`src/rtl/ram_stream_buffer_ctrl.sv`:
```
// ram_stream_buffer_ctrl
// Turns a dual-port RAM with a one-cycle registered read into a byte FIFO.
// A circular write/fetch pointer pair addresses the RAM, and a 2-entry
// output queue absorbs the read latency so the consumer sees a
// first-word-fall-through valid/ready stream at one byte per cycle.
module ram_stream_buffer_ctrl #(
    parameter int unsigned ADDR_WIDTH        = 14,
    parameter int unsigned ALMOST_FULL_LEVEL = (1 << ADDR_WIDTH) - 16
) (
    input  logic                  clock,
    input  logic                  reset_n,
    input  logic                  flush,
    input  logic [7:0]            in_data,
    input  logic                  in_valid,
    output logic                  in_ready,
    output logic [7:0]            out_data,
    output logic                  out_valid,
    input  logic                  out_ready,
    output logic [ADDR_WIDTH-1:0] ram_write_address,
    output logic [7:0]            ram_data_in,
    output logic                  ram_write,
    output logic                  ram_write_enable,
    output logic [ADDR_WIDTH-1:0] ram_read_address,
    output logic                  ram_read,
    output logic                  ram_read_enable,
    input  logic [7:0]            ram_data_out,
    output logic [ADDR_WIDTH+1:0] count,
    output logic                  full,
    output logic                  empty,
    output logic                  almost_full
);

    localparam logic [ADDR_WIDTH:0]   DEPTH_WORDS = {1'b1, {ADDR_WIDTH{1'b0}}};
    localparam logic [ADDR_WIDTH:0]   PTR_ONE     = (ADDR_WIDTH+1)'(1);
    localparam logic [ADDR_WIDTH+1:0] AF_LEVEL    = (ADDR_WIDTH+2)'(ALMOST_FULL_LEVEL);

    // Pointers carry an extra wrap bit so wp - fp spans 0..DEPTH.
    logic [ADDR_WIDTH:0] wp;
    logic [ADDR_WIDTH:0] fp;
    logic [ADDR_WIDTH:0] ram_words;
    logic                inflight;
    logic [1:0]          q_count;
    logic [7:0]          q_head;
    logic [7:0]          q_second;
    logic                accept;
    logic                fetch;
    logic                pop;
    logic [2:0]          q_after_pop;

    // Occupancy, handshakes, fetch decision and RAM strobes
    always_comb begin
        ram_words   = wp - fp;
        full        = (ram_words == DEPTH_WORDS);
        in_ready    = !flush && !full;
        // in_ready stays high through reset, but the RAM must never see a
        // write strobe while reset_n is low.
        accept      = reset_n && in_valid && in_ready;
        out_valid   = (q_count != 2'd0);
        out_data    = q_head;
        pop         = out_valid && out_ready;
        // Queue occupancy once this cycle's landing and pop are applied;
        // a new fetch is only issued if it will have a free slot to land in.
        q_after_pop = {1'b0, q_count} + {2'b00, inflight} - {2'b00, pop};
        fetch       = !flush && (ram_words != '0) && (q_after_pop < 3'd2);

        ram_write_address = wp[ADDR_WIDTH-1:0];
        ram_data_in       = in_data;
        ram_write         = accept;
        ram_write_enable  = accept;
        ram_read_address  = fp[ADDR_WIDTH-1:0];
        ram_read          = fetch;
        ram_read_enable   = fetch;

        count       = (ADDR_WIDTH+2)'(ram_words) + (ADDR_WIDTH+2)'(inflight)
                    + (ADDR_WIDTH+2)'(q_count);
        empty       = (count == '0);
        almost_full = (count >= AF_LEVEL);
    end

    // Write/fetch pointers and the one-cycle read-in-flight marker
    always_ff @(posedge clock or negedge reset_n) begin
        if (!reset_n) begin
            wp       <= '0;
            fp       <= '0;
            inflight <= 1'b0;
        end else if (flush) begin
            wp       <= '0;
            fp       <= '0;
            inflight <= 1'b0;
        end else begin
            if (accept) wp <= wp + PTR_ONE;
            if (fetch)  fp <= fp + PTR_ONE;
            inflight <= fetch;
        end
    end

    // Two-entry output queue: landing RAM data at the tail, pops from the head
    always_ff @(posedge clock or negedge reset_n) begin
        if (!reset_n) begin
            q_count  <= '0;
            q_head   <= '0;
            q_second <= '0;
        end else if (flush) begin
            q_count <= '0;
        end else begin
            case ({inflight, pop})
                2'b01: begin
                    q_head  <= q_second;
                    q_count <= q_count - 2'd1;
                end
                2'b10: begin
                    if (q_count == 2'd0) q_head   <= ram_data_out;
                    else                 q_second <= ram_data_out;
                    q_count <= q_count + 2'd1;
                end
                2'b11: begin
                    if (q_count == 2'd1) begin
                        q_head <= ram_data_out;
                    end else begin
                        q_head   <= q_second;
                        q_second <= ram_data_out;
                    end
                end
                default: ;
            endcase
        end
    end

endmodule

```
`config.mk`:
```
export PLATFORM = sky130hd
export DESIGN_NAME = ram_stream_buffer_ctrl
export DESIGN_NICKNAME = d
export VERILOG_FILES = /design/src/rtl/ram_stream_buffer_ctrl.sv
export SDC_FILE = /design/constraint.sdc
export NUM_CORES = 1
export LEC_CHECK = 0
export CAP_MARGIN = 0
export CORE_AREA = 2 2 90 92
export CTS_BUF_LIST = sky130_fd_sc_hd__clkbuf_16
export CTS_CLUSTER_DIAMETER = 30
export CTS_CLUSTER_SIZE = 8
export DETAILED_ROUTE_END_ITERATION = 16
export DIE_AREA = 0 0 92 94
export PLACE_DENSITY_LB_ADDON = 0.05
export SLEW_MARGIN = 20
export SYNTH_ARGS = -nofsm -noshare
export SYNTH_HDL_FRONTEND = slang
export SYNTH_SLANG_ARGS = --single-unit
```
`constraint.sdc`:
```
create_clock -name clock -period 7.7 [get_ports clock]
set_clock_uncertainty 0.05 [all_clocks]
set_input_delay 1.925 -clock clock [delete_from_list [all_inputs] [get_ports clock]]
set_output_delay 1.925 -clock clock [all_outputs]
set_load 0.01 [all_outputs]
```
## Word-level counts from Yosys, hierarchy flattened

Cells that the tools add are included.

- Multiplexer cells: 13
- Reductions and logical operators: 19
- Eq/ne operators: 8
- $add $sub $neg: 9
- $lt $le $gt $ge: 2
- Bitwise logic cells: 1

Operators by type and width:

| kind | number |
|---|---|
| 15-bit two-way mux | 4 |
| 8-bit two-way mux | 4 |
| 15-bit by 1-bit adder with 15-bit output (second input constant) | 2 |
| 8-bit one-hot mux with 3 select lines | 1 |
| 15-bit by 1-bit adder with 16-bit output | 1 |
| 16-bit by 2-bit adder with 16-bit output | 1 |
| 16-bit by 14-bit greater-or-equal comparator with 1-bit output (second input constant) | 1 |
| 16-bit logical NOT | 1 |
| 8-bit one-hot mux with 2 select lines | 1 |
| 15-bit == test (second input constant) | 1 |
| 15-bit nonzero test | 1 |
| 15-bit subtractor | 1 |
| 2-bit nonzero test | 4 |
| 1-bit logical AND | 6 |
| 2-bit != test (second input constant) | 3 |
| 3-bit nonzero test | 2 |
| 2-bit by 1-bit == test with 1-bit output (second input constant) | 2 |
| 2-bit == test (second input constant) | 2 |
| 2-bit one-hot mux with 2 select lines | 1 |
| 4-bit AND reduction | 1 |
| 2-bit by 1-bit adder with 3-bit output | 1 |
| 3-bit by 2-bit < comparator with 1-bit output (second input constant) | 1 |
| 3-bit AND reduction | 1 |
| 3-bit by 1-bit subtractor with 3-bit output | 1 |
| other kinds (7) | 8 |

- Bits in registers: 49
- Bits of input ports: 21

## Longest topological paths before layout

- Word-level depth: 7
- Mapped depth: 14
- Mapped depth without buffers: 14

## Worst setup path before layout

Ideal clock, no wire load.

- Path kind: input-to-output
- From: in out_ready
- To: out ram_read_enable
- Data arrival time: 3.770 ns
- Stages: 10
- Buffers on the path: 1
- Required time: 5.725 ns
- Setup slack: 1.955 ns
- Path through: nand2_1 inv_1 ha_1 nand2b_1 fa_1 xnor2_1 nand2_1 a21o_1 nor2_1 buf_4

- Word-level cells in the longest chain between the ends: 4

RTL lines:

| item | line | RTL |
|---|---|---|
| from (decl) | 18 | `input logic out_ready,` |
| 1-bit logical AND | 60 | `pop = out_valid && out_ready;` |
| 3-bit by 1-bit subtractor with 3-bit output | 63 | `q_after_pop = {1'b0, q_count} + {2'b00, inflight} - {2'b00, pop};` |
| 3-bit by 2-bit < comparator with 1-bit output | 64 | `fetch = !flush && (ram_words != '0) && (q_after_pop < 3'd2);` |
| 1-bit logical AND | 64 |  |
| to (decl) | 25 | `output logic ram_read_enable,` |

No other way between the ends.

## Final worst setup path

- From: reg wp[0]
- To: out empty

- Word-level cells in the longest chain between the ends: 4

RTL lines:

| item | line | RTL |
|---|---|---|
| from (decl) | 38 | `logic [ADDR_WIDTH:0] wp;` |
| from (signal assigned) | 91 | `if (accept) wp <= wp + PTR_ONE;` |
| 15-bit subtractor | 52 | `ram_words = wp - fp;` |
| 15-bit by 1-bit adder with 16-bit output | 74 | `count = (ADDR_WIDTH+2)'(ram_words) + (ADDR_WIDTH+2)'(inflight)` |
| 16-bit by 2-bit adder with 16-bit output | 75 | `+ (ADDR_WIDTH+2)'(q_count);` |
| 16-bit logical NOT | 76 | `empty = (count == '0);` |
| to (decl) | 29 | `output logic empty,` |

No other way between the ends.

==> reports/qor.yml <==
cts:
  cts_hold_buf: 0
  clock-root-buffer: "clkbuf_16"
  cts_buffer_depth: 2
  numCtsBuffers: 5
  tritoncts: "yes"
  htreeDepth: 2
  clk_latency_ns: 0.28
  clock_sinks: 49
  ctsResizeCount: 0
  cts_setup_buffers: 0
  path_clk_slew_ns: 0.07
floorplanning:
  core_mm2: 0.00761
  die_h_um: 94
  num_rows: 32
  io_pins: 90
  die_area_mm2: 0.00865
  die_w_um: 92
  initial_core_util: 0.546
synth:
  synthSimpleGateAreaFrac: 0.196
  syn_nets: 524
  synth_fa_ha_area_frac: 0.0795
  synth_xor_area_frac: 0.0823
  ys_warn_count: 0
  ys_seq_elements: 49
  ys_seq_area_frac: 0.295
  synth_area_mm2: 0.00415
  synth_cell_type_count: 63
  synthMuxAreaShare: 0.0618
  synth_compound_area_frac: 0.168
  synth_top_family_by_area: "simple AND/OR/NAND/NOR gates"
  syn_area_per_cell_um2: 8.67
  synthArstFlopShare: 1.00
  synth_edf_count: 0
  synth_cells: 479
  synth_flop_cell: "dfrtp_1"
sta:
  setup_tns_ns: 0
  min_period_over_period: 0.874
  drv_slew: 0
  setup_viol: 0
  rsz0062_at_grt: "no"
  fin_crit_ns: 6.73
  final_hold_viol_count: 0
  worstMarginPinSlew_ns: 1.02
  fmax_ghz: 0.149
  hold-worst-slack_ns: 0.460
  slew_headroom: 0.316
critical_path:
  ff2ff_path_depth: 13
  critical_path.cell_chain: "inv_1, ha_1, inv_1, fa_1, a21o_1, a221oi_2, xnor2_1, or2b_1, nor4_1, nand2_1, nor3b_1, mux2_2, nor4_1, clkdlybuf4s50_1"
  slowest_delay_ns: 0.59
  critPathSlowestCell: "clkdlybuf4s50_1"
  cp_max_fo: 5
  cp-end-kind: "output port"
  cp.required_ns: 5.73
  setup.worst_path.class: "flip-flop to output port"
  cp.arrival_ns: 4.76
  crit_path_start_kind: "flip-flop"
power_and_ir_drop:
  switching_power_uw: 564
  clockPowerShare: 0.153
  intPower_uw: 832
  switching_share: 0.404
  pwr-share-seq: 0.253
  vdd.ir_drop.worst_mv: 0.193
  leakage_uw: 0.00205
  power_density_mw_per_mm2: 288
  combPwrFrac: 0.594
status:
  status: "complete, no violations"
cells_and_area:
  layout_common_cells: "clkdlybuf4s50_1 (72), dfrtp_1 (49), nor2_1 (48)"
  final_common_cell: "clkdlybuf4s50_1"
  num_antenna_cells: 0
  nets: 557
  syn_to_final_growth_pct: 16.5
  drive_gt1_frac: 0.0799
route:
  drt_iter0_drc: 211
  drc: 0
  ant_nets: 0
  dr.pass1.iters: 5
  viasPerCell: 5.72
  vias: 3519
  drt_wl_total_um: 9900
  wire_per_inst_um: 16.1
global_routing:
  grt_max_degree: 50
  grt_pass1_wl_um: 16100
  antenna_found_initial: 0
  first_global_vias: 3378
  grt_overflow: 0
  grt_util_all_layers: 0.231
worst_hold_path:
  hold_depth: 1
  hold_path_class: "flip-flop to flip-flop"
placed_design:
  hpwl_um: 7630
  gp_congestion: 0.881
  numPortBuffers: 73
flow_run:
  drv_cap: 0
## metrics by stage
| step | total power, uW | setup slack [ns] | utilization | instances | instance area, um^2 |
|---|---|---|---|---|---|
| final | 1400 | 0.968 | 0.636 | 615 | 4840 |
| after global routing | 1500 | 0.755 | 0.636 | 615 | 4840 |
| after CTS | 1400 | 1.01 | 0.636 | 615 | 4830 |
| after detailed placement | 1190 | 1.05 | 0.617 | 607 | 4690 |
| after global placement | 1170 | 1.11 | 0.617 | 607 | 4690 |
| after floorplan | 888 | 1.95 | - | 479 | 4150 |
## metal layers
layer | up-vias | wire length, um | track usage
met5 | - | 0 | 0
met4 | 0 | 104 | 0.0535
met3 | 10 | 511 | 0.0265
met2 | 100 | 4870 | 0.414
met1 | 1684 | 4410 | 0.301
li1 | 1725 | - | -
## cells in the mapped netlist, types with 2 or more instances
cell	instances	share of area
buf_4	38	0.069
o21ai_0	7	0.0084
nand4b_1	4	0.0084
a31o_1	3	0.0063
nand3b_1	3	0.0054
or3_1	4	0.0060
xnor2_1	31	0.065
and4_1	2	0.0042
o211ai_1	3	0.0054
a2111oi_0	3	0.0063
ha_1	20	0.060
nor3b_1	3	0.0054
inv_1	38	0.034
nand2_1	18	0.016
xor2_1	8	0.017
and3_1	4	0.0060
nand2b_1	3	0.0045
a31oi_1	2	0.0030
a31o_2	2	0.0042
fa_1	4	0.019
o211a_1	3	0.0072
dfrtp_1	49	0.30
a41o_1	2	0.0048
a21oi_1	32	0.039
nand4_1	11	0.017
o21ai_1	2	0.0024
buf_2	2	0.0024
nor2_1	48	0.043
nor4_1	6	0.0090
nand3_1	21	0.025
a211oi_1	6	0.011
o2111ai_1	4	0.0084
a21o_1	9	0.016
nor2b_1	7	0.011
mux2i_1	11	0.027
o21a_1	4	0.0072
nor3_1	12	0.014
mux2_2	13	0.035
clkbuf_1	9	0.0081
and2_1	5	0.0075
## critical path, delay by kind of cell (launching register included)
kind | cells | cell delay, ns
XOR/XNOR | 1 | 0.24
AO/OA/AOI/OAI | 2 | 0.57
AND/OR/NAND/NOR | 5 | 1.55
buffers and inverters | 3 | 0.73
multiplexers | 1 | 0.40
flip-flops | 1 | 0.43
adder cells (fa/ha/maj) | 2 | 0.56
## kinds of logic (layout without fill, tap and decap cells)
group           after synthesis  in the layout
buf+inv                      89            123
compound gates               97             97
xor+xnor                     39             39
simple gates                157            157
flops                        49             49
mux                          24             24
fa+ha+maj                    24             24
## area by class of cell
cell class | instances | area, um^2
timing repair buffer | 77 | 756
fill | 681 | 2770
inverter | 38 | 143
sequential | 49 | 1230
clock inverter | 3 | 17.5
clock buffer | 5 | 125
multi-input combinational | 341 | 2440
tap | 102 | 128
## state kept, by name, indices dropped and copies added (netlist names)
signal,flops
fp,15
inflight,1
out_data,8
q_count,2
q_second,8
wp,15
## power groups by stage
| stage | Combinational (uW) | Sequential, uW | Clock (uW) |
|---|---|---|---|
| after floorplan | 532 | 356 | 0 |
| final | 829 | 353 | 214 |
| after global placement | 817 | 354 | 0 |
| after global routing | 912 | 361 | 228 |
| after CTS | 832 | 353 | 217 |
| after detailed placement | 830 | 358 | 0 |
## path summary, 6_finish.rpt
kind | from | end | slack, ns
min in group asynchronous | reset_n | out_data[2] | 1.73
max in group asynchronous | reset_n | wp[4] | 5.43
worst min register to register | q_second[3] | q_second[3] | 0.46
worst max-delay path | wp[0] | empty | 0.97
worst max register to register | wp[0] | wp[7] | 3.51
worst min-delay path | q_second[3] | q_second[3] | 0.46
Power figures use the tool's default switching activity.
